$ cat config.mk
export PLATFORM = sky130hd
export DESIGN_NAME = alarm_clock_core
export DESIGN_NICKNAME = d
export VERILOG_FILES = /design/src/rtl/alarm_clock_core.sv
export SDC_FILE = /design/constraint.sdc
export NUM_CORES = 1
export LEC_CHECK = 0
export CORE_MARGIN = 5
export CORE_UTILIZATION = 59
export DETAILED_ROUTE_END_ITERATION = 8
export PLACE_DENSITY = 0.78
export SLEW_MARGIN = 15
export SYNTH_ARGS = -nofsm -noshare
export SYNTH_HDL_FRONTEND = slang
export SYNTH_SLANG_ARGS = --single-unit
$ cat constraint.sdc
create_clock -name clk_clk -period 5.4 [get_ports clk_clk]
set_clock_uncertainty 0.15 [all_clocks]
set_input_delay 1.08 -clock clk_clk [delete_from_list [all_inputs] [get_ports clk_clk]]
set_output_delay 1.08 -clock clk_clk [all_outputs]
set_load 0.01 [all_outputs]
$ cat src/rtl/alarm_clock_core.sv
// alarm_clock_core: HH:MM:SS timekeeper with alarm/snooze FSM, debounced buttons and registered 7-segment/LED drivers
module alarm_clock_core #(
    parameter int CLK_HZ          = 50000000,
    parameter int NUM_DIGITS      = 6,
    parameter bit SEG_ACTIVE_LOW  = 1,
    parameter int LED_W           = 10,
    parameter int DEBOUNCE_CYCLES = 1000000,
    parameter int SNOOZE_MIN      = 5,
    parameter int RING_TIMEOUT_S  = 60
) (
    input  logic                    clk_clk,
    input  logic                    reset_reset_n,
    input  logic                    hour_changer_export,
    input  logic                    min_changer_export,
    input  logic                    interrupbutton_export,
    input  logic                    snooze_export,
    input  logic                    mode_24h,
    input  logic                    time_wr,
    input  logic                    alarm_wr,
    input  logic [4:0]              wr_hh,
    input  logic [5:0]              wr_mm,
    input  logic [5:0]              wr_ss,
    input  logic                    wr_en_alarm,
    output logic [NUM_DIGITS*8-1:0] segments_export,
    output logic [LED_W-1:0]        leds_export,
    output logic                    alarm_ringing,
    output logic                    sec_pulse
);
    localparam int PW = $clog2(CLK_HZ + 1);
    localparam int CW = $clog2(DEBOUNCE_CYCLES + 1);
    localparam int SW = $clog2(SNOOZE_MIN * 60 + 1);
    localparam int RW = $clog2(RING_TIMEOUT_S + 1);
    localparam int OFF = 6 - NUM_DIGITS;
    localparam logic [7:0] SEG_ZERO = SEG_ACTIVE_LOW ? 8'hC0 : 8'h3F;
    localparam logic [NUM_DIGITS*8-1:0] SEG_RST = {NUM_DIGITS{SEG_ZERO}};

    typedef enum logic [1:0] {IDLE, RINGING, SNOOZE} state_t;

    logic [PW-1:0]           r_pre;
    logic                    w_tick;
    logic [4:0]              r_hh, r_al_hh, w_hh_n, w_h;
    logic [5:0]              r_mm, r_ss, r_al_mm, w_mm_n, w_ss_n, w_hh_sum;
    logic [6:0]              w_mm_sum;
    logic                    r_al_en, w_c1, w_c2, w_match;
    logic [3:0]              w_raw, w_rise;
    state_t                  r_state, w_state_n;
    logic [RW-1:0]           r_ring;
    logic [SW-1:0]           r_snz;
    logic                    r_blink, r_sec;
    logic [LED_W-1:0]        r_leds;
    logic [3:0]              w_dig [6];
    logic [5:0]              w_dp;
    logic [NUM_DIGITS*8-1:0] w_seg, r_seg;

    function automatic logic [6:0] seg7(input logic [3:0] d);
        case (d)
            4'd0: seg7 = 7'h3F;
            4'd1: seg7 = 7'h06;
            4'd2: seg7 = 7'h5B;
            4'd3: seg7 = 7'h4F;
            4'd4: seg7 = 7'h66;
            4'd5: seg7 = 7'h6D;
            4'd6: seg7 = 7'h7D;
            4'd7: seg7 = 7'h07;
            4'd8: seg7 = 7'h7F;
            4'd9: seg7 = 7'h6F;
            default: seg7 = 7'h00;
        endcase
    endfunction

    assign w_tick = r_pre == PW'(CLK_HZ - 1);
    assign w_raw = {snooze_export, interrupbutton_export, min_changer_export, hour_changer_export};

    for (genvar g = 0; g < 4; g++) begin : g_db
        logic          r_s1, r_s2, r_db;
        logic [CW-1:0] r_cnt;
        // synchronise the raw button, then accept a new level only after it differs for DEBOUNCE_CYCLES samples
        always_ff @(posedge clk_clk or negedge reset_reset_n) begin
            if (!reset_reset_n) begin
                r_s1  <= 1'b0;
                r_s2  <= 1'b0;
                r_db  <= 1'b0;
                r_cnt <= '0;
            end else begin
                r_s1 <= w_raw[g];
                r_s2 <= r_s1;
                if (r_s2 == r_db) r_cnt <= '0;
                else if (r_cnt == CW'(DEBOUNCE_CYCLES - 1)) begin
                    r_db  <= r_s2;
                    r_cnt <= '0;
                end else r_cnt <= r_cnt + 1'b1;
            end
        end
        assign w_rise[g] = r_s2 && !r_db && r_cnt == CW'(DEBOUNCE_CYCLES - 1);
    end

    // next time value: tick carry chain plus hour/minute button increments in the same cycle
    always_comb begin
        w_c1     = w_tick && r_ss == 6'd59;
        w_c2     = w_c1 && r_mm == 6'd59;
        w_mm_sum = 7'(r_mm) + 7'(w_c1) + 7'(w_rise[1]);
        w_hh_sum = 6'(r_hh) + 6'(w_c2) + 6'(w_rise[0]);
        w_mm_n   = w_mm_sum >= 7'd60 ? 6'(w_mm_sum - 7'd60) : w_mm_sum[5:0];
        w_hh_n   = w_hh_sum >= 6'd24 ? 5'(w_hh_sum - 6'd24) : w_hh_sum[4:0];
        w_ss_n   = w_rise[1] ? 6'd0 : w_tick ? (r_ss == 6'd59 ? 6'd0 : r_ss + 6'd1) : r_ss;
        w_match  = w_tick && !time_wr && r_al_en && w_hh_n == r_al_hh && w_mm_n == r_al_mm && w_ss_n == 6'd0;
    end

    // prescaler and time counters; a CPU time write overrides the tick and the buttons
    always_ff @(posedge clk_clk or negedge reset_reset_n) begin
        if (!reset_reset_n) begin
            r_pre <= '0;
            r_hh  <= '0;
            r_mm  <= '0;
            r_ss  <= '0;
        end else if (time_wr) begin
            r_pre <= '0;
            r_hh  <= wr_hh;
            r_mm  <= wr_mm;
            r_ss  <= wr_ss;
        end else begin
            r_pre <= w_tick ? '0 : r_pre + 1'b1;
            r_hh  <= w_hh_n;
            r_mm  <= w_mm_n;
            r_ss  <= w_ss_n;
        end
    end

    // alarm time and enable written by the CPU
    always_ff @(posedge clk_clk or negedge reset_reset_n) begin
        if (!reset_reset_n) begin
            r_al_hh <= '0;
            r_al_mm <= '0;
            r_al_en <= 1'b0;
        end else if (alarm_wr) begin
            r_al_hh <= wr_hh;
            r_al_mm <= wr_mm;
            r_al_en <= wr_en_alarm;
        end
    end

    // alarm next state: disabling write wins, then ack over snooze, then timeouts
    always_comb begin
        w_state_n = r_state;
        if (alarm_wr && !wr_en_alarm) w_state_n = IDLE;
        else if (r_state == IDLE) w_state_n = w_match ? RINGING : IDLE;
        else if (r_state == RINGING)
            w_state_n = w_rise[2] ? IDLE : w_rise[3] ? SNOOZE :
                        (w_tick && r_ring == RW'(RING_TIMEOUT_S - 1)) ? IDLE : RINGING;
        else if (r_state == SNOOZE)
            w_state_n = w_rise[2] ? IDLE : (w_tick && r_snz == SW'(1)) ? RINGING : SNOOZE;
    end

    // alarm state register with ring timeout, snooze countdown and blink phase
    always_ff @(posedge clk_clk or negedge reset_reset_n) begin
        if (!reset_reset_n) begin
            r_state <= IDLE;
            r_ring  <= '0;
            r_snz   <= '0;
            r_blink <= 1'b0;
        end else begin
            r_state <= w_state_n;
            if (w_state_n == RINGING && r_state != RINGING) begin
                r_ring  <= '0;
                r_blink <= 1'b1;
            end else if (r_state == RINGING && w_tick) begin
                r_ring  <= r_ring + 1'b1;
                r_blink <= !r_blink;
            end
            if (w_state_n == SNOOZE && r_state == RINGING) r_snz <= SW'(SNOOZE_MIN * 60);
            else if (r_state == SNOOZE && w_tick) r_snz <= r_snz - 1'b1;
        end
    end

    // display digits; the alarm DP sits on mm-ones in both layouts, PM takes the rightmost digit in 12-hour mode
    always_comb begin
        w_h      = mode_24h ? r_hh : r_hh == 5'd0 ? 5'd12 : r_hh > 5'd12 ? r_hh - 5'd12 : r_hh;
        w_dig[0] = 4'(r_ss % 6'd10);
        w_dig[1] = 4'(r_ss / 6'd10);
        w_dig[2] = 4'(r_mm % 6'd10);
        w_dig[3] = 4'(r_mm / 6'd10);
        w_dig[4] = 4'(w_h % 5'd10);
        w_dig[5] = 4'(w_h / 5'd10);
        w_dp     = '0;
        w_dp[2]  = r_al_en;
        if (!mode_24h) w_dp[OFF] = r_hh >= 5'd12;
        w_seg = '0;
        for (int i = 0; i < NUM_DIGITS; i++) w_seg[8*i +: 8] = {w_dp[i+OFF], seg7(w_dig[i+OFF])};
    end

    // registered board outputs
    always_ff @(posedge clk_clk or negedge reset_reset_n) begin
        if (!reset_reset_n) begin
            r_sec  <= 1'b0;
            r_leds <= '0;
            r_seg  <= SEG_RST;
        end else begin
            r_sec  <= w_tick;
            r_leds <= r_state == RINGING ? {LED_W{r_blink}} : r_state == SNOOZE ? LED_W'(1) : '0;
            r_seg  <= SEG_ACTIVE_LOW ? ~w_seg : w_seg;
        end
    end

    assign segments_export = r_seg;
    assign leds_export     = r_leds;
    assign alarm_ringing   = r_state == RINGING;
    assign sec_pulse       = r_sec;
endmodule

# Word level (Yosys, flattened, before mapping)
# Memories as Yosys holds them, arrays and structs flattened.
# Cells that the tools add are included.
[totals]
regBits = 224
romBits = 672
in_bits = 27
out_inout_bits = 60
wordCells = 164
n_memories = 6
[memory_table]
columns = ["memory", "depth", "width", "read_ports", "rd_ports_with_merged_regs", "wr", "line", "text"]
rows = [
  ["(no name shown)", 16, 7, 1, 0, 0, "56", "case (d)"],
  ["(no name shown)", 16, 7, 1, 0, 0, "56", ""],
  ["(no name shown)", 16, 7, 1, 0, 0, "56", ""],
  ["(no name shown)", 16, 7, 1, 0, 0, "56", ""],
  ["(no name shown)", 16, 7, 1, 0, 0, "56", ""],
  ["(no name shown)", 16, 7, 1, 0, 0, "56", ""],
]
[classes]
n_addsub = 15
div = 6
order_cmp = 4
eq_ne = 20
muxes = 40
n_bitwise = 5
reduce_logical = 38
[op_table]
columns = ["op", "n"]
rows = [
  ["two-way mux 20 bit", 8],
  ["adder 20 x 1 -> 20 bit, second input constant", 4],
  ["equality test 20 bit, second input constant", 4],
  ["two-way mux 26 bit", 2],
  ["two-way mux 6 bit", 8],
  ["inverter 47 -> 48 bit", 1],
  ["adder 26 x 1 -> 26 bit, second input constant", 1],
  ["equality test 26 bit, second input constant", 1],
  ["two-way mux 5 bit", 5],
  ["logical AND 1 bit", 22],
  ["equality test 6 bit, second input constant", 3],
  ["two-way mux 9 bit", 2],
  ["two-way mux 2 bit", 8],
  ["adder 6 x 1 -> 6 bit, second input constant", 2],
  ["divider 6 x 4 -> 6 bit, second input constant", 2],
  ["modulo 6 x 4 -> 6 bit, second input constant", 2],
  ["two-way mux 10 bit", 1],
  ["equality test 9 x 1 -> 1 bit, second input constant", 1],
  ["subtractor 9 x 1 -> 9 bit, second input constant", 1],
  ["AND reduction 2 bit", 4],
  ["adder 6 x 1 -> 7 bit", 1],
  ["adder 7 x 1 -> 7 bit", 1],
  ["greater-or-equal comparator 7 x 6 -> 1 bit, second input constant", 1],
  ["zero test 1 bit", 7],
  ["22 further kinds", 36],
]

# Logic depth before layout (Yosys ltp)
# Gate-level depths: netlist of run 1.
[depth]
word_depth = 17
mapped_depth = 22
mapped_depth_nobuf = 21

# Worst setup path after synthesis of run 1
# Ideal clock, no wire load.
[synth_path]
path_kind = "register to register"
startpoint = "reg r_pre[18]"
endpoint = "reg r_ring[0]"
setup_ns = 0.126
t_arrival_ns = 4.375
slack_ns = 0.750
stages_incl_launch_ff = 19
path_buffers = 1
synth_period_minus_slack_ns = 4.650
path_cell_list = "dfrtp_1 -> or4_4 -> nor4_2 -> and2_1 -> buf_4 -> nand2_1 -> fa_1 -> inv_1 -> ha_1 -> xnor2_1 -> inv_1 -> ha_1 -> o2111ai_1 -> nor2b_1 -> nor3_1 -> xor3_1 -> or4_4 -> a21oi_4 -> o21ai_1"
[synth_between]
elab_chain_len = 17
[synth_rtl]
columns = ["element", "line", "text"]
rows = [
  ["from (decl)", "39", "logic [PW-1:0] r_pre;"],
  ["from (signal assigned)", "122", "r_pre <= w_tick ? '0 : r_pre + 1'b1;"],
  ["equality test 26 bit *", "71", "assign w_tick = r_pre == PW'(CLK_HZ - 1);"],
  ["net w_tick", "40", "logic w_tick;"],
  ["logical AND 1 bit", "99", "w_c1 = w_tick && r_ss == 6'd59;"],
  ["logical AND 1 bit", "100", "w_c2 = w_c1 && r_mm == 6'd59;"],
  ["adder 5 x 1 -> 6 bit", "102", "w_hh_sum = 6'(r_hh) + 6'(w_c2) + 6'(w_rise[0]);"],
  ["adder 6 x 1 -> 6 bit", "102", ""],
  ["subtractor 5 bit or greater-or-equal comparator 6 x 5 -> 1 bit (tied branches)", "104", "w_hh_n = w_hh_sum >= 6'd24 ? 5'(w_hh_sum - 6'd24) : w_hh_sum[4:0];"],
  ["two-way mux 5 bit", "104", ""],
  ["equality test 5 bit", "106", "w_match = w_tick && !time_wr && r_al_en && w_hh_n == r_al_hh && w_mm_n == r_al_mm && w_ss_n == 6'd0;"],
  ["logical AND 1 bit (3 in series)", "106", ""],
  ["two-way mux 1 bit", "146", "else if (r_state == IDLE) w_state_n = w_match ? RINGING : IDLE;"],
  ["two-way mux 2 bit", "146", ""],
  ["two-way mux 2 bit", "145", "if (alarm_wr && !wr_en_alarm) w_state_n = IDLE;"],
  ["equality test 2 x 1 -> 1 bit", "163", "if (w_state_n == RINGING && r_state != RINGING) begin"],
  ["logical AND 1 bit", "163", ""],
  ["two-way mux 6 bit or nonzero test 2 bit (tied branches)", "--", ""],
  ["to (signal assigned)", "167", "r_ring <= r_ring + 1'b1;"],
  ["to (decl)", "47", "logic [RW-1:0] r_ring;"],
]
# The timed path passes the listed nets; every way through them passes the cells marked *.
# A chain may end at the register's enable or synchronous reset.

# Worst setup path in the final report of run 1
[layout_path]
startpoint = "reg r_pre[18]"
endpoint = "reg r_ring[1]"
[layout_between]
elab_chain_len = 17
[layout_rtl]
columns = ["element", "line"]
rows = [
  ["equality test 26 bit *", "71"],
  ["logical AND 1 bit", "99"],
  ["logical AND 1 bit", "100"],
  ["adder 5 x 1 -> 6 bit", "102"],
  ["adder 6 x 1 -> 6 bit", "102"],
  ["subtractor 5 bit or greater-or-equal comparator 6 x 5 -> 1 bit (tied branches)", "104"],
  ["two-way mux 5 bit", "104"],
  ["equality test 5 bit", "106"],
  ["logical AND 1 bit (3 in series)", "106"],
  ["two-way mux 1 bit", "146"],
  ["two-way mux 2 bit", "146"],
  ["two-way mux 2 bit", "145"],
  ["equality test 2 x 1 -> 1 bit", "163"],
  ["logical AND 1 bit", "163"],
  ["two-way mux 6 bit or nonzero test 2 bit (tied branches)", "--"],
]
# Every way passes the cells marked *; elsewhere a longest branch is shown, timed or not.

==> metrics.csv, run 1 <==
stage,metric,value,unit
outcome,outcome,"complete, no violations",
placement,dp_hpwl,15.6,mm
timing,rsz0062_at_grt,false,
floorplanning,dieArea,22500,sq um
layout,antenna_cells,0,
synthesis,yosysSeqAreaShare,0.456,
grt,grt_use_total,0.207,
timing,hold_viol_final,0,
clock_tree,cts_tree,done,
synthesis,synth_area,11500,sq um
route,post_drt_wl_per_cell,14.4,um
worst_setup_path,cp.depth,17,
timing,tns,0,ns
synthesis,synth.distinct_cells,88,
grt,grt_pass1_wl,39.2,mm
worst_setup_path,required,5.65,ns
layout,fillers,1447,
route,wirelength,22.6,mm
worst_setup_path,end_kind,register,
timing,finalCriticalPeriod,4.96,ns
placement,port_buffers,81,
grt,gr-usage-met1,0.286,
worst_setup_path,path_max_fanout,7,
layout,final_layout_size_suffix_gt1_frac,0.0828,
worst_setup_path,crit_type,reg2reg,
synthesis,ys_top_cells_by_area,"dfrtp_1 44%, ha_1 5.5%, nor2_1 5.5%",
layout,fin_area,13400,sq um
route,drt-initial-drc-count,527,
worst_setup_path,cpPeakStageDelay,0.58,ns
route,via_per_inst,5.49,
timing,setup_viol,0,
timing,fmax,0.201,GHz
clock_tree,cts_buffers,24,
synthesis,postSynth.asyncResetShare,1.00,
worst_setup_path,path_cells,or4_4 > nor4_2 > and2_1 > nand2_1 > fa_1 > inv_1 > ha_1 > xnor2_1 > inv_1 > ha_1 > o2111ai_1 > nor2b_1 > nor3_1 > xor3_1 > or4_4 > a21oi_4 > o21ai_1,
grt,antenna_found_initial,0,
synthesis,synthFlopType,dfrtp_1,
layout,post-route-util,0.693,
clock_tree,clkSlewWorstSetupHoldPaths,0.06,ns
worst_setup_path,cpLargestDelayFamily,simple AND/OR/NAND/NOR gates,
timing,worstMarginPinSlew,0.989,ns
worst_setup_path,start_kind,register,
grt,gr-total-overflow,0,
grt,grt_busiest_layer,met2,
placement,place_area,12500,sq um
min_path,hp-class,reg2reg,
clock_tree,clkSinkCount,210,
timing,period_share,0.919,
worst_setup_path,crit_slowest_cell,or4_4,
floorplanning,core_area,19300,sq um
synthesis,syn_area_per_cell,9.43,sq um
pwr,p_leak,5.79,nW
pwr,ir_worst_vdd,0.000283,V
timing,final_max_slew_viol_count,0,
timing,hold_ws,0.200,ns
layout,area_growth,16.0,%
grt,grt_use_met2,0.350,
floorplanning,dieWidth,150,um
route,antenna_left,0,
clock_tree,clock-root-buffer,clkbuf_16,
grt,first_global_vias,8373,
floorplanning,num_rows,51,
route,dr.pass1.iters,5,
route,route.detailed.drc,0,
synthesis,ys_ff_latch,210,
floorplanning,boundaryPins,87,
pwr,powerDensity,339,nW/um^2
worst_setup_path,reg2reg_depth,17,
floorplanning,start_util,0.597,
synthesis,netlist_instances,1225,
grt,grt_max_degree,129,
synthesis,synth_top_area_share,0.438,
worst_setup_path,arrival,5.21,ns
grt,grt_use_met3,0.0260,
synthesis,yosysTopAreaCell,dfrtp_1,
worst_setup_path,worstPathBufferInverterCount,2,
synthesis,synth_edf_count,0,
layout,nets,1366,
flow_run,drv_cap,0,
clock_tree,postCtsHoldBufs,0,
clock_tree,cts.htree.levels,1,
clock_tree,cts_max_path_buffers,3,
floorplanning,die_h,150,um
synthesis,yosysWarningCount,0,
clock_tree,clk_latency,0.52,ns
route,num_vias,8611,
timing,slew_headroom,0.341,
min_path,min_path_cells,0,
placement,gp_congestion,0.918,
==> registers in the layout, summed over array words and instances, names as in the netlist <==
signal and cells:
r_snz 9, r_hh 5, r_state 2, segments_export 42
r_ring 6, g_db.r_s2 4, r_mm 6, r_pre 26
g_db.r_db 4, leds_export 2, g_db.r_s1 4, sec_pulse 1
r_al_hh 5, r_blink 1, r_al_en 1, g_db.r_cnt 80
r_al_mm 6, r_ss 6
==> kinds of logic (layout without fill, tap and decap cells) <==
logic type,count (synthesis),in the layout,share of synthesized area
mux,29,29,0.0273
compound gates,182,182,0.103
simple gates,523,523,0.223
buf+inv,109,185,0.0409
fa+ha+maj,54,54,0.0596
flops,210,210,0.456
xor+xnor,116,116,0.0893
other cells,2,5,0.000650
==> cell usage in the layout, fill, tap and decap left out, types with 5 or more instances in the layout <==
cell type / instances
nor2b_1: 12
a21o_1: 7
o21a_1: 6
dfstp_2: 8
bufinv_16: 5
clkdlybuf4s50_1: 80
and2_1: 13
inv_1: 53
mux2_2: 20
o21ai_0: 53
dfrtp_1: 202
nand4_1: 13
clkbuf_8: 8
clkbuf_16: 24
nand4b_1: 5
mux2i_1: 9
a211oi_1: 5
nor3_1: 17
buf_4: 6
nand2b_1: 17
and3_1: 25
or2_2: 10
conb_1: 5
nor2_1: 168
xnor2_1: 54
xor2_1: 61
nor3b_1: 5
nand2_1: 119
ha_1: 51
or3_1: 18
a21oi_1: 46
nor4b_1: 5
nor4_1: 7
a22o_1: 7
nand3_1: 64
==> final timing paths <==
check                                 endpoint  slack (ns)     startpoint
max                                  r_ring[1]        0.44      r_pre[18]
min                               g_db[0].r_s2        0.20   g_db[0].r_s1
max reg2reg                          r_ring[1]        0.44      r_pre[18]
min reg2reg                       g_db[0].r_s2        0.20   g_db[0].r_s1
max in group asynchronous  segments_export[38]        3.48  reset_reset_n
min in group asynchronous             r_snz[3]        0.58  reset_reset_n
==> metrics by stage <==
step,setup slack [ns],cells,power (mW)
6_report,0.436,1569,4.53
5_1_grt,0.0500,1569,4.78
4_1_cts,0.406,1569,4.58
3_5_place_dp,0.237,1525,2.77
3_3_place_gp,0.388,1525,2.75
2_1_floorplan,0.750,1228,2.39
==> routing by layer <==
layer / part of all wire / vias to the layer above
li1: - / 4285
met1: 0.46 / 4115
met2: 0.48 / 179
met3: 0.047 / 32
met4: 0.016 / 0
met5: 0 / -
==> layout make-up <==
cell class | count | area (sq um) | share of cell area
clock buffer | 34 | 708 | 0.0529
clock inverter | 10 | 189 | 0.0141
inverter | 53 | 199 | 0.0149
multi-input combinational | 909 | 5820 | 0.435
sequential | 210 | 5270 | 0.393
tap | 265 | 332 | 0.0248
timing repair buffer | 88 | 880 | 0.0657
==> report_power, final <==
part / switching [mW] / leakage [nW] / internal, mW / total (mW)
clock network: 0.633 / 0.439 / 1.15 / 1.78
registers: 0.0876 / 2.67 / 1.73 / 1.82
logic: 0.472 / 2.69 / 0.458 / 0.931
total: 1.19 / 5.79 / 3.34 / 4.53
==> repair_timing <==
item / in CTS / in global routing
gates resized for setup: 0 / 1
setup endpoints to repair: 0 / 1
buffers inserted: 0 / 0
==> cell usage after synthesis (13+ instances only) <==
| cell type | n |
|---|---|
| nand2_1 | 119 |
| dfrtp_1 | 202 |
| a21oi_1 | 46 |
| inv_1 | 53 |
| and2_1 | 13 |
| xnor2_1 | 54 |
| clkbuf_1 | 33 |
| and3_1 | 25 |
| mux2_2 | 20 |
| or3_1 | 18 |
| buf_4 | 15 |
| nand4_1 | 13 |
| xor2_1 | 61 |
| o21ai_0 | 53 |
| nor2_1 | 168 |
| nor3_1 | 17 |
| ha_1 | 51 |
| nand3_1 | 64 |
| nand2b_1 | 17 |
(Power assumes the default switching activity.)
==> run 2, diff against run 1 <==
==> constraint.sdc (replaced) <==
create_clock -name clk_clk -period 5.2 [get_ports clk_clk]
set_clock_uncertainty 0.15 [all_clocks]
set_input_delay 1.04 -clock clk_clk [delete_from_list [all_inputs] [get_ports clk_clk]]
set_output_delay 1.04 -clock clk_clk [all_outputs]
set_load 0.01 [all_outputs]
==> metrics.csv, run 2 (synthesized netlist as in run 1, its figures left out) <==
stage,metric,value,unit
timing,finalCriticalPeriod,4.99,ns
timing,final_max_slew_viol_count,0,
worst_setup_path,required,5.45,ns
timing,slew_headroom,0.351,
worst_setup_path,cp-startpoint,r_pre[9],
pwr,seqPwrFrac,0.396,
worst_setup_path,path_cells,or4_4 > nor4_4 > and2_1 > nand2_1 > or3_1 > fa_1 > inv_1 > ha_1 > xnor2_1 > nand3_1 > a2111oi_1 > and3_1 > nand4_1 > or4_4 > a21oi_4 > o21ai_1,
min_path,hp-class,reg2reg,
route,dr.pass1.iters,5,
clock_tree,clkSinkCount,210,
timing,period_share,0.960,
layout,final_layout_size_suffix_gt1_frac,0.0939,
floorplanning,start_util,0.597,
layout,antenna_cells,0,
clock_tree,clock-root-buffer,clkbuf_16,
timing,worstMarginPinSlew,0.974,ns
min_path,hold_path_startpoint,g_db[2].r_s1,
route,num_vias,8665,
pwr,power,4.75,mW
layout,finalNonFillerCells,1575,
pwr,p_sw_frac,0.266,
worst_setup_path,worst_path_most_repeated_cell,or4_4,
route,post_drt_wl_per_cell,14.4,um
floorplanning,die_h,150,um
clock_tree,cts_max_path_buffers,3,
grt,grt_use_total,0.207,
timing,setup_viol,0,
layout,fin_area,13500,sq um
floorplanning,core_area,19300,sq um
worst_setup_path,crit_type,reg2reg,
timing,tns,0,ns
grt,grt_max_degree,126,
clock_tree,clk_latency,0.52,ns
clock_tree,cts_buffers,24,
pwr,p_comb_frac,0.206,
placement,gp_congestion,0.880,
worst_setup_path,crit_slowest_cell,or4_4,
layout,top_register,g_db.r_cnt,
layout,nets,1372,
clock_tree,cts_setup_buffers,0,
pwr,switching_power,1.26,mW
worst_setup_path,path_max_fanout,7,
grt,grt_pass1_wl,39.2,mm
pwr,power.share.clock,0.398,
clock_tree,clkSlewWorstSetupHoldPaths,0.07,ns
layout,area_growth,17.0,%
pwr,powerDensity,352,nW/um^2
layout,final_cell_mix,"202 x dfrtp_1, 168 x nor2_1, 119 x nand2_1",
flow_run,drv_cap,0,
timing,layout_setup_ws,0.211,ns
worst_setup_path,worstPathBufferInverterCount,1,
layout,final_common_cell,dfrtp_1,
route,route.detailed.drc,0,
route,drt-initial-drc-count,488,
placement,dp_worst_setup_slack,0.102,ns
floorplanning,num_rows,51,
route,wirelength,22.7,mm
clock_tree,cts.htree.levels,1,
pwr,p_leak,5.84,nW
floorplanning,dieArea,22500,sq um
pwr,ir_worst_vdd,0.000226,V
placement,port_buffers,81,
worst_setup_path,cpLargestDelayFamily,simple AND/OR/NAND/NOR gates,
grt,antenna_found_initial,0,
placement,dp_hpwl,15.7,mm
worst_setup_path,reg2reg_from,r_pre[9],
floorplanning,dieWidth,150,um
layout,largest_register_ffs,80,
clock_tree,cts_tree,done,
timing,hold_ws,0.198,ns
layout,post-route-util,0.698,
pwr,p_int,3.49,mW
worst_setup_path,arrival,5.24,ns
route,via_per_inst,5.50,
worst_setup_path,end_kind,register,
floorplanning,boundaryPins,87,
worst_setup_path,cpPeakStageDelay,0.58,ns
outcome,outcome,"complete, no violations",
placement,place_area,12500,sq um
route,antenna_left,0,
grt,first_global_vias,8466,
placement,dp.cells,1531,
timing,hold_viol_final,0,
worst_setup_path,start_kind,register,
grt,gr-total-overflow,0,
timing,fmax,0.200,GHz
-- run 2: cell types whose count changed in the layout (fill, tap and decap cells not counted), moves of 2 or more --
| cell | before | now |
|---|---|---|
| buf_4 | 6 | 12 |
| clkbuf_8 | 8 | 3 |
| clkinv_4 | 0 | 4 |
| clkinvlp_4 | 1 | 3 |
-- run 2: layout make-up --
cell class	instances	area (sq um)
multi-input combinational	909	5880
fill	1450	5830
sequential	210	5270
timing repair buffer	94	925
clock buffer	29	661
tap	265	332
clock inverter	15	248
inverter	53	199
-- run 2: power groups by stage --
stage | clock network [mW] | logic (mW) | registers, mW
6_report | 1.89 | 0.979 | 1.88
5_1_grt | 2.01 | 1.09 | 1.90
4_1_cts | 1.93 | 0.981 | 1.88
3_5_place_dp | 0 | 0.970 | 1.91
3_3_place_gp | 0 | 0.957 | 1.91
2_1_floorplan | 0 | 0.536 | 1.94
-- run 2: final timing paths --
| kind | to | slack, ns | depth (start not counted) |
|---|---|---|---|
| hold reg to reg | g_db[2].r_s2 | 0.20 | 0 |
| setup reg to reg | r_ring[1] | 0.21 | 16 |
| min in group asynchronous | r_snz[4] | 0.52 | 1 |
| setup / recovery | r_ring[1] | 0.21 | 16 |
| max in group asynchronous | segments_export[38] | 3.41 | 2 |
| hold / removal | g_db[2].r_s2 | 0.20 | 0 |
-- run 2: repair_timing --
action / 4_1_cts / 5_1_grt
hold buffers: 0 / 0
gates resized for setup: 0 / 12
endpoints found under the setup margin: 0 / 12
-- run 2: worst register-to-register path, delay by kind of cell, from the launching register on --
kind	cells	cell delay, ns
buf+inv	1	0.07
flops	1	0.43
simple gates	9	2.61
fa+ha+maj	2	0.65
xor+xnor	1	0.22
compound gates	3	0.75
-- run 2: per-layer routing --
metal,vias to the layer above,wire length (um),track usage
li1,4311,-,-
met1,4139,10300,0.284
met2,177,10800,0.343
met3,38,1170,0.0333
met4,0,478,0.0586
met5,-,0,0
==> run 3, diff against run 2 <==
--- a/config.mk
+++ b/config.mk
@@ -9,6 +9,7 @@
 export CORE_UTILIZATION = 59
 export DETAILED_ROUTE_END_ITERATION = 8
 export PLACE_DENSITY = 0.78
+export REMOVE_ABC_BUFFERS = 1
 export SLEW_MARGIN = 15
 export SYNTH_ARGS = -nofsm -noshare
 export SYNTH_HDL_FRONTEND = slang
==> metrics.csv, run 3 (synthesized netlist as in run 1, its figures left out) <==
stage,metric,value,unit
clock_tree,cts_buffers,23,
clock_tree,cts.htree.levels,1,
route,drt-initial-drc-count,578,
grt,first_global_vias,8287,
worst_setup_path,reg2reg_depth,15,
clock_tree,cts_max_path_buffers,3,
timing,layout_setup_ws,0.253,ns
worst_setup_path,cp-endpoint,r_ring[0],
placement,place_area,12500,sq um
pwr,power,4.62,mW
min_path,hp-class,reg2reg,
grt,grt_use_met3,0.0318,
layout,fillers,1505,
worst_setup_path,arrival,5.19,ns
floorplanning,start_util,0.597,
flow_run,drv_cap,0,
placement,port_buffers,81,
timing,hold_ws,0.198,ns
timing,finalCriticalPeriod,4.95,ns
layout,seqCellArea,5270,sq um
floorplanning,num_rows,51,
layout,area_growth,15.9,%
worst_setup_path,cp-startpoint,r_pre[18],
route,wirelength,23.2,mm
layout,largest_register_ffs,80,
floorplanning,core_area,19300,sq um
route,dr.pass1.iters,7,
pwr,p_leak,5.80,nW
timing,worstMarginPinSlew,0.970,ns
timing,slew_headroom,0.353,
route,via_per_inst,5.50,
layout,final_common_cell,dfrtp_1,
grt,grt_use_met2,0.336,
floorplanning,boundaryPins,87,
grt,grt_busiest_layer,met2,
worst_setup_path,rrSetupSlack,0.25,ns
layout,final_layout_size_suffix_gt1_frac,0.0893,
timing,hold_viol_final,0,
clock_tree,clkSinkCount,210,
worst_setup_path,required,5.45,ns
clock_tree,postCtsHoldBufs,0,
worst_setup_path,end_kind,register,
pwr,powerDensity,345,nW/um^2
worst_setup_path,start_kind,register,
worst_setup_path,reg2reg_from,r_pre[18],
route,antenna_left,0,
grt,grt_max_degree,76,
layout,nets,1373,
floorplanning,dieArea,22500,sq um
clock_tree,clkSlewWorstSetupHoldPaths,0.06,ns
clock_tree,clk_latency,0.52,ns
timing,setup_viol,0,
route,route.detailed.drc,0,
worst_setup_path,crit_type,reg2reg,
pwr,ir_worst_vdd,0.000272,V
layout,top_register,g_db.r_cnt,
grt,grt_use_total,0.208,
layout,antenna_cells,0,
route,post_drt_wl_per_cell,14.7,um
outcome,outcome,"complete, no violations",
timing,final_max_slew_viol_count,0,
floorplanning,die_h,150,um
timing,rsz0062_at_grt,false,
grt,grt_pass1_wl,39.1,mm
layout,fin_area,13400,sq um
grt,antenna_found_initial,0,
grt,gr-total-overflow,0,
timing,period_share,0.951,
clock_tree,clock-root-buffer,clkbuf_16,
clock_tree,cts_setup_buffers,0,
timing,tns,0,ns
clock_tree,cts_tree,done,
route,num_vias,8658,
placement,dp_worst_setup_slack,0.0243,ns
worst_setup_path,reg2reg_to,r_ring[0],
floorplanning,dieWidth,150,um
placement,gp_congestion,0.859,
placement,dp_hpwl,16.4,mm
worst_setup_path,path_max_fanout,7,
layout,final_cell_mix,"202 x dfrtp_1, 168 x nor2_1, 119 x nand2_1",
grt,gr-usage-met1,0.293,
layout,multi_input_area,5840,sq um
timing,fmax,0.202,GHz
-- run 3: changes by cell type in the layout (fill, tap and decap cells not counted), moves of 2 or more --
cell        before  now
clkinv_4         4    0
clkbuf_1         2    4
clkinv_2         2    5
clkinvlp_4       3    1
buf_4           12   15
clkbuf_16       25   23
-- run 3: metal layers --
metal | routed length (um) | up-vias
li1 | - | 4312
met1 | 10700 | 4176
met2 | 10900 | 137
met3 | 1050 | 33
met4 | 535 | 0
met5 | 0 | -
-- run 3: power breakdown --
group	switching, mW	internal, mW
Sequential	0.0781	1.80
Clock	0.650	1.11
Combinational	0.508	0.481
Total	1.24	3.38
-- run 3: worst min-delay path by stage --
stage / from / to / slack, ns / depth (start not counted)
after floorplan: g_db[0].r_s1 / g_db[0].r_s2 / 0.18 / 0
after global placement: g_db[0].r_s1 / g_db[0].r_s2 / 0.19 / 0
after detailed placement: g_db[2].r_s1 / g_db[2].r_s2 / 0.19 / 0
after CTS: g_db[2].r_s1 / g_db[2].r_s2 / 0.20 / 0
after global routing: g_db[2].r_s1 / g_db[2].r_s2 / 0.20 / 0
final: g_db[2].r_s1 / g_db[2].r_s2 / 0.20 / 0
-- run 3: final cells by class --
class | instances | area share
multi-input combinational | 909 | 0.436
sequential | 210 | 0.393
timing repair buffer | 96 | 0.0693
clock buffer | 30 | 0.0472
tap | 265 | 0.0248
inverter | 53 | 0.0149
clock inverter | 12 | 0.0143
-- run 3: critical path: stages, from the launching register on --
cell	delay, ns
dfrtp_1	0.44
or4_4	0.58
nor4_2	0.33
and2_1	0.20
nand2_1	0.11
fa_1	0.49
nand3b_1	0.20
xnor2_1	0.32
ha_1	0.23
o2111ai_1	0.19
nor2b_2	0.31
o221a_2	0.23
o21ai_0	0.09
or4_4	0.59
a21oi_4	0.25
o21ai_1	0.10
-- run 3: timing repair --
item,4_1_cts,5_1_grt
hold endpoints to repair,0,0
endpoints found under the setup margin,0,12
gates resized for setup,0,5
-- run 3: metrics by stage --
stage / utilization / cells
2_1_floorplan: - / 1172
3_3_place_gp: 0.649 / 1533
3_5_place_dp: 0.649 / 1533
4_1_cts: 0.691 / 1575
5_1_grt: 0.692 / 1575
6_report: 0.692 / 1575
